$ cat src/rtl/seven_segment_reader.sv
// Receive side of a multiplexed active-low seven-segment bus: waits for each
// {an, seg} pattern to settle, then decodes it into the selected digit's nibble.
module seven_segment_reader #(
    parameter int DIGITS        = 4,
    parameter int STABLE_CYCLES = 4
) (
    input  logic                  clk,
    input  logic                  rst,
    input  logic [6:0]            seg,
    input  logic [DIGITS-1:0]     an,
    output logic [4*DIGITS-1:0]   digits,
    output logic [DIGITS-1:0]     digit_valid,
    output logic                  frame_valid,
    output logic                  err,
    output logic [2:0]            err_digit
);

    localparam int CW = $clog2(STABLE_CYCLES + 1);

    typedef enum logic [1:0] {IDLE, COUNT, HELD} state_t;

    state_t            state, state_next;
    logic [CW-1:0]     cnt, cnt_next;
    logic [DIGITS-1:0] s_an;
    logic [6:0]        s_seg;
    logic [DIGITS-1:0] seen;
    logic              capture;
    logic              one_hot;
    logic              same;
    logic [2:0]        idx;
    logic              legal;
    logic [3:0]        nib;
    int unsigned       zeros;

    // Count active (low) anodes and locate the selected digit.
    always_comb begin
        zeros = 0;
        idx   = '0;
        for (int unsigned i = 0; i < DIGITS; i++) begin
            if (!an[i]) begin
                zeros = zeros + 1;
                idx   = 3'(i);
            end
        end
        one_hot = (zeros == 1);
        same    = (an == s_an) && (seg == s_seg);
    end

    always_comb begin
        legal = 1'b1;
        nib   = 4'h0;
        case (seg)
            7'h40: nib = 4'h0;
            7'h79: nib = 4'h1;
            7'h24: nib = 4'h2;
            7'h30: nib = 4'h3;
            7'h19: nib = 4'h4;
            7'h12: nib = 4'h5;
            7'h02: nib = 4'h6;
            7'h78: nib = 4'h7;
            7'h00: nib = 4'h8;
            7'h10: nib = 4'h9;
            7'h08: nib = 4'hA;
            7'h03: nib = 4'hB;
            7'h46: nib = 4'hC;
            7'h21: nib = 4'hD;
            7'h06: nib = 4'hE;
            7'h0E: nib = 4'hF;
            default: legal = 1'b0;
        endcase
    end

    // Inputs are compared against the previous edge's sample, so the first
    // edge of a new pattern counts as 1 and capture lands on edge STABLE_CYCLES.
    always_comb begin
        state_next = state;
        cnt_next   = cnt;
        capture    = 1'b0;
        if (!one_hot) begin
            state_next = IDLE;
            cnt_next   = '0;
        end else if (state == IDLE || !same) begin
            state_next = COUNT;
            cnt_next   = CW'(1);
        end else if (state == COUNT) begin
            if (cnt == CW'(STABLE_CYCLES - 1)) begin
                capture    = 1'b1;
                state_next = HELD;
                cnt_next   = CW'(STABLE_CYCLES);
            end else begin
                cnt_next = cnt + CW'(1);
            end
        end
    end

    always_ff @(posedge clk or posedge rst) begin
        if (rst) begin
            state <= IDLE;
            cnt   <= '0;
            s_an  <= '1;
            s_seg <= '1;
        end else begin
            state <= state_next;
            cnt   <= cnt_next;
            s_an  <= an;
            s_seg <= seg;
        end
    end

    always_ff @(posedge clk or posedge rst) begin
        if (rst) begin
            digits      <= '0;
            digit_valid <= '0;
            frame_valid <= 1'b0;
            err         <= 1'b0;
            err_digit   <= '0;
            seen        <= '0;
        end else begin
            frame_valid <= 1'b0;
            err         <= 1'b0;
            if (capture) begin
                if (legal) begin
                    digits[4*int'(idx) +: 4] <= nib;
                    digit_valid[idx]         <= 1'b1;
                    if (&(seen | ~an)) begin
                        frame_valid <= 1'b1;
                        seen        <= '0;
                    end else begin
                        seen <= seen | ~an;
                    end
                end else begin
                    digit_valid[idx] <= 1'b0;
                    seen[idx]        <= 1'b0;
                    err              <= 1'b1;
                    err_digit        <= idx;
                end
            end
        end
    end

endmodule
$ cat config.mk
export PLATFORM = sky130hd
export DESIGN_NAME = seven_segment_reader
export DESIGN_NICKNAME = d
export VERILOG_FILES = /design/src/rtl/seven_segment_reader.sv
export SDC_FILE = /design/constraint.sdc
export NUM_CORES = 1
export LEC_CHECK = 0
export CORE_ASPECT_RATIO = 0.5
export CORE_MARGIN = 10
export CORE_UTILIZATION = 50
export DETAILED_ROUTE_END_ITERATION = 8
export HOLD_SLACK_MARGIN = 0.1
export PLACE_DENSITY_LB_ADDON = 0.12
export SYNTH_ARGS = -nofsm -noshare
export SYNTH_HDL_FRONTEND = slang
export SYNTH_SLANG_ARGS = --single-unit
$ cat constraint.sdc
create_clock -name clk -period 2.4 [get_ports clk]
set_input_delay 0.72 -clock clk [delete_from_list [all_inputs] [get_ports clk]]
set_output_delay 0.72 -clock clk [all_outputs]
set_load 0.005 [all_outputs]
# [After elaboration in Yosys (flattened, before gate mapping)]
# Index checks and enable logic that the tools add are counted.
[totals] ff_bits=45 input_bits=13 word_cells=91
[op_classes] addsub=5 reduce_logical=11 n_mux=32 magnitude_cmp=2 n_eq_ne=22 shifts=2 n_bitwise=7
[ops] operator="$add A32 B1 Y32 const B" count=3
[ops] operator="$mux W32" count=3
[ops] operator="$pmux W4 S15" count=1
[ops] operator="$neg A5 Y33" count=1
[ops] operator="$shift A4 B33 Y16 const A" count=1
[ops] operator="$shiftx A4 B33 Y16" count=1
[ops] operator="$eq A32 B1 Y1 const B" count=1
[ops] operator="$eq A7 B7 Y1 const B" count=4
[ops] operator="$eq A7 B5 Y1 const B" count=3
[ops] operator="$eq A7 B6 Y1 const B" count=3
[ops] operator="$mux W3" count=6
[ops] operator="$bwmux W16" count=1
[ops] operator="$reduce_or A16 Y1" count=1
[ops] operator="$eq A7 B2 Y1 const B" count=2
[ops] operator="$eq A7 B4 Y1 const B" count=2
[ops] operator="$mux W1" count=13
[ops] operator="$mux W4" count=3
[ops] operator="$and A4 B4 Y4" count=2
[ops] operator="$mux W2" count=4
[ops] operator="$not A4 Y4" count=2
[ops] operator="$or A4 B4 Y4" count=2
[ops] operator="$eq A7 B3 Y1 const B" count=1
[ops] operator="$eq A7 B7 Y1" count=1
[ops] operator="$logic_not A7 Y1" count=1
[ops] operator="other kinds (15)" count=19

# [Depth between registers and ports, before layout]
# Gate-level depths: netlist (run 1).
[logic_depth] word_depth=10 ltp_mapped=13 depth_no_buf=11

# [Worst setup path after synthesis (run 1)]
# Ideal clock, no wire load.
[synth_path] kind="input -> register" startpoint="input port an[1]" endpoint="register digits[4]" arrival_time_ns=3.194 setup_slack_ns=-0.919 stages=11 path_cell_list="clkbuf_1 inv_1 ha_1 xnor2_1 ha_1 nor3b_1 a31oi_1 o32ai_2 nand3_4 and3b_4 mux2_4"
[synth_between] elab_chain_cells=8 word_cells_on_any_way=20
[synth_lines] item="start, declared" line="10" rtl="input logic [DIGITS-1:0] an,"
[synth_lines] item="$mux W32" line="40" rtl="if (!an[i]) begin"
[synth_lines] item="$add A32 B1 Y32" line="41" rtl="zeros = zeros + 1;"
[synth_lines] item="$mux W32" line="40"
[synth_lines] item="$add A32 B1 Y32" line="41"
[synth_lines] item="$mux W32" line="40"
[synth_lines] item="$eq A32 B1 Y1" line="45" rtl="one_hot = (zeros == 1);"
[synth_lines] item="$mux W1" line="79" rtl="if (!one_hot) begin"
[synth_lines] item="$reduce_and A2 Y1 (no source line)"
[synth_lines] item="end signal, assigned by index" line="123" rtl="digits[4*int'(idx) +: 4] <= nib;"
[synth_lines] item="end, declared" line="11" rtl="output logic [4*DIGITS-1:0] digits,"
# Several ways; a longest one is shown, not always the timed one.
# A chain may end at the register's enable or synchronous reset.

# [Final worst setup path (run 1)]
[layout_path] startpoint="input port an[1]" endpoint="register digits[7]"
# Same word-level chain as after synthesis.

==> results.md, run 1 <==
- Starting Density: 0.513
- Primary FF master, synth: dfrtp_1
- Cell Area, Synth: 0.00249 sq mm
- FMAX: 350 MHz
- Flop pwr share: 0.504
- Layout cells sized above 1: 0.416
- Drt total wl: 6400 um
- Via-to-Cell Ratio: 5.29
- RSZ-0062 raised after global routing: true
- Io pins: 38
- Placed cell count: 371
- Setup CP Type: input port to register
- Post-Syn Instances: 226
- Post-detail-place hpwl: 4710 um
- Crit Path Max Fanout: 6
- Port Buffers: 36
- Clock buffer count from CTS: 5
- PD cells: 419 mW/mm^2
- Internal Power: 1.12 mW
- Comb pwr share: 0.199
- Antenna diode count: 0
- LEAKAGE: 1.69 nW
- Synth Register Bits: 44
- DIE WIDTH: 120 um
- WP data arrival: 3050 ps
- H-tree levels: 2
- Clk buf depth: 2
- Asr flop ratio synth: 1.00
- Gr usage total: 0.151
- DP Area: 0.00334 sq mm
- CTS root buf: clkbuf_8
- Tmin final: 2860 ps
- Total Neg Setup Slack: -10930 ps
- Synth Area per Inst: 11.0 sq um
- First-pass GRT wire length: 10400 um
- Drt wl/cell: 16.3 um
- DRC: 0
- Worst slack at placement: -1290 ps
- Synth cell types: 56
- Largest net degree at the start of global routing: 31
- Finished Cell Area: 0.00366 sq mm
- Clock Skew: 6.73 ps
- Worst vdd ir: 255 uV
- Antenna violations before repair: 0
- CP required: 2580 ps
- Clk pwr share: 0.297
- Synth warn: 0
- Nets: 339
- Psw: 415 uW
- Final setup vio count: 28
- Number of global-route vias before repair: 2094
- Startpoint type of the worst setup path: input port
- # rows: 18
- Vias: 2073
- CORE AREA: 0.00486 sq mm
- Switching Share: 0.271
- Seq/Total Area, Yosys: 0.447
- Number of routed nets with antenna violations: 0
- Max-cap viol count: 0
- Setup WS post-layout: -461 ps
- Status: finished with violations
- Hold Vio Cnt, Final: 0
- Worst-Skew Late Latency: 290 ps
- Area delta synth->final: 46.6%
- Worst Hold Class: register to register
- Number of fill cells in the layout: 345
- Overflow after GRT: 0
- Core Util, Final: 0.752
- CTS clock-pin slew for the worst setup and hold paths: 80 ps
- CTS Sinks: 44
- DR pass1 iterations: 5
- Crit end category: register
- Die ar.: 0.00838 sq mm
- Syn Nets: 244
- Max-slew violation count: 0
- Die height: 69.9 um
- Final Cycle Share: 1.19
- CTS tree: yes
- Non-Filler Instances: 392
- Number of flops mapped to enable cells by yosys: 0
- DR iter-0 viols: 108
- Placer Congestion: 0.836
- Failing checks: negative setup slack
## synthesized netlist by cell type, drive strengths merged (5+ instances only)
master / instances / area (sq um)
nand2b: 5 / 31.3
a21oi: 6 / 30.0
nor2: 15 / 56.3
dfrtp: 33 / 826
inv: 11 / 41.3
nand4: 6 / 37.5
nor3b: 8 / 93.8
mux2i: 5 / 50.1
nor3: 7 / 35.0
mux2: 18 / 218
nand3: 5 / 37.5
nand2: 15 / 56.3
xnor2: 10 / 87.6
ha: 5 / 62.6
dfstp: 11 / 289
o21bai: 5 / 37.5
o21ai: 7 / 35.0
buf: 11 / 66.3
## critical path: stages
cell and delay, ps:
buf_8 100, inv_6 50, ha_4 200, xnor2_2 160, ha_2 240, xnor2_2 120, a31oi_2 120, o32ai_2 280
buf_4 180, nand3_4 150, and3b_4 400, mux2_4 310
## registers in the layout (all words and copies together), names as in the netlist, named ones only
register,count
cnt,3
digits,16
err,1
err_digit,2
frame_valid,1
s_an,4
s_seg,7
seen,4
state,2
## cells by family after synthesis
family / count (synthesis) / synth area share
flops: 44 / 0.447
other cells: 1 / 0.00150
fa+ha+maj: 5 / 0.0251
xor+xnor: 14 / 0.0522
compound gates: 38 / 0.115
buf+inv: 24 / 0.0462
mux: 23 / 0.107
simple gates: 77 / 0.206
## layout make-up
type                            instances  area (sq um)  share of cell area
Multi-Input combinational cell        158          1420               0.388
Sequential cell                        44          1110               0.305
Timing Repair Buffer                  101           907               0.248
Tap cell                               70          87.6              0.0240
Clock buffer                            7          76.3              0.0209
Inverter                               11          46.3              0.0127
Clock inverter                          1          5.00             0.00137
## per-layer routing
layer  GRT usage  share of wire  vias up
met5           0              0        -
met4      0.0426          0.014        0
met3      0.0433          0.057        8
met2       0.247           0.48       53
met1       0.191           0.45     1016
li1            -              -      996
## layout by cell type, fill, tap and decap left out, types with 3 or more instances in the layout
cell type,synthesis,layout
buf_4,2,57
dfrtp_1,33,33
clkdlybuf4s50_1,0,30
nand2_1,15,14
mux2_4,4,14
nor2_1,15,13
dfstp_2,11,11
inv_1,11,9
xnor2_1,10,8
nand4_1,6,6
a21oi_1,6,6
o21ai_0,7,6
buf_6,1,6
nand2b_1,5,5
mux2i_1,5,5
o21bai_1,5,5
clkbuf_8,0,5
nand3_1,4,4
mux2_2,14,4
nor3_1,7,4
nor2b_1,3,3
nor3b_2,0,3
xor2_1,3,3
nor3b_4,3,3
dlygate4sd2_1,0,3
buf_12,0,3
## what timing repair did
| action | CTS | global route |
|---|---|---|
| setup buffers | 10 | 4 |
| endpoints found under the setup margin | 33 | 29 |
| cloned | 0 | 0 |
| resized for setup | 30 | 13 |
| hold buffers | 0 | 0 |
| pin swaps | 9 | 8 |
## worst paths after layout
path | startpoint | end | slack, ps | cells after the start
setup / recovery | an[1] | digits[7]$_DFFE_PP0P_ | -460 | 12
setup reg to reg | s_seg[6]$_DFF_PP1_ | digits[7]$_DFFE_PP0P_ | 100 | 6
min in group asynchronous | rst | cnt[1]$_DFFE_PP0P_ | 740 | 3
hold / removal | seen[0]$_DFFE_PP0P_ | seen[0]$_DFFE_PP0P_ | 510 | 1
hold reg to reg | seen[0]$_DFFE_PP0P_ | seen[0]$_DFFE_PP0P_ | 510 | 1
max in group asynchronous | rst | s_an[1]$_DFF_PP1_ | 1260 | 3
## per-stage QoR
step	power, mW	hold slack (ps)
after CTS	1.52	510
after global placement	1.05	490
after global routing	1.61	533
after detailed placement	1.06	493
final	1.53	508
after floorplan	0.942	473
## power groups by stage
| stage | sequential [mW] | clock, mW | combinational (mW) |
|---|---|---|---|
| CTS | 0.773 | 0.463 | 0.286 |
| detailed placement | 0.786 | 0 | 0.272 |
| finish | 0.773 | 0.456 | 0.305 |
| global placement | 0.785 | 0 | 0.266 |
| global route | 0.775 | 0.509 | 0.329 |
| floorplan | 0.784 | 0 | 0.158 |
(Power assumes the default switching activity.)
==> run 2, diff against run 1 <==
--- a/config.mk
+++ b/config.mk
@@ -5,6 +5,7 @@
 export SDC_FILE = /design/constraint.sdc
 export NUM_CORES = 1
 export LEC_CHECK = 0
+export CAP_MARGIN = 20
 export CORE_ASPECT_RATIO = 0.5
 export CORE_MARGIN = 10
 export CORE_UTILIZATION = 50
==> results of run 2 <==
No change in the layout: final DEF, timing and power equal those of run 1.
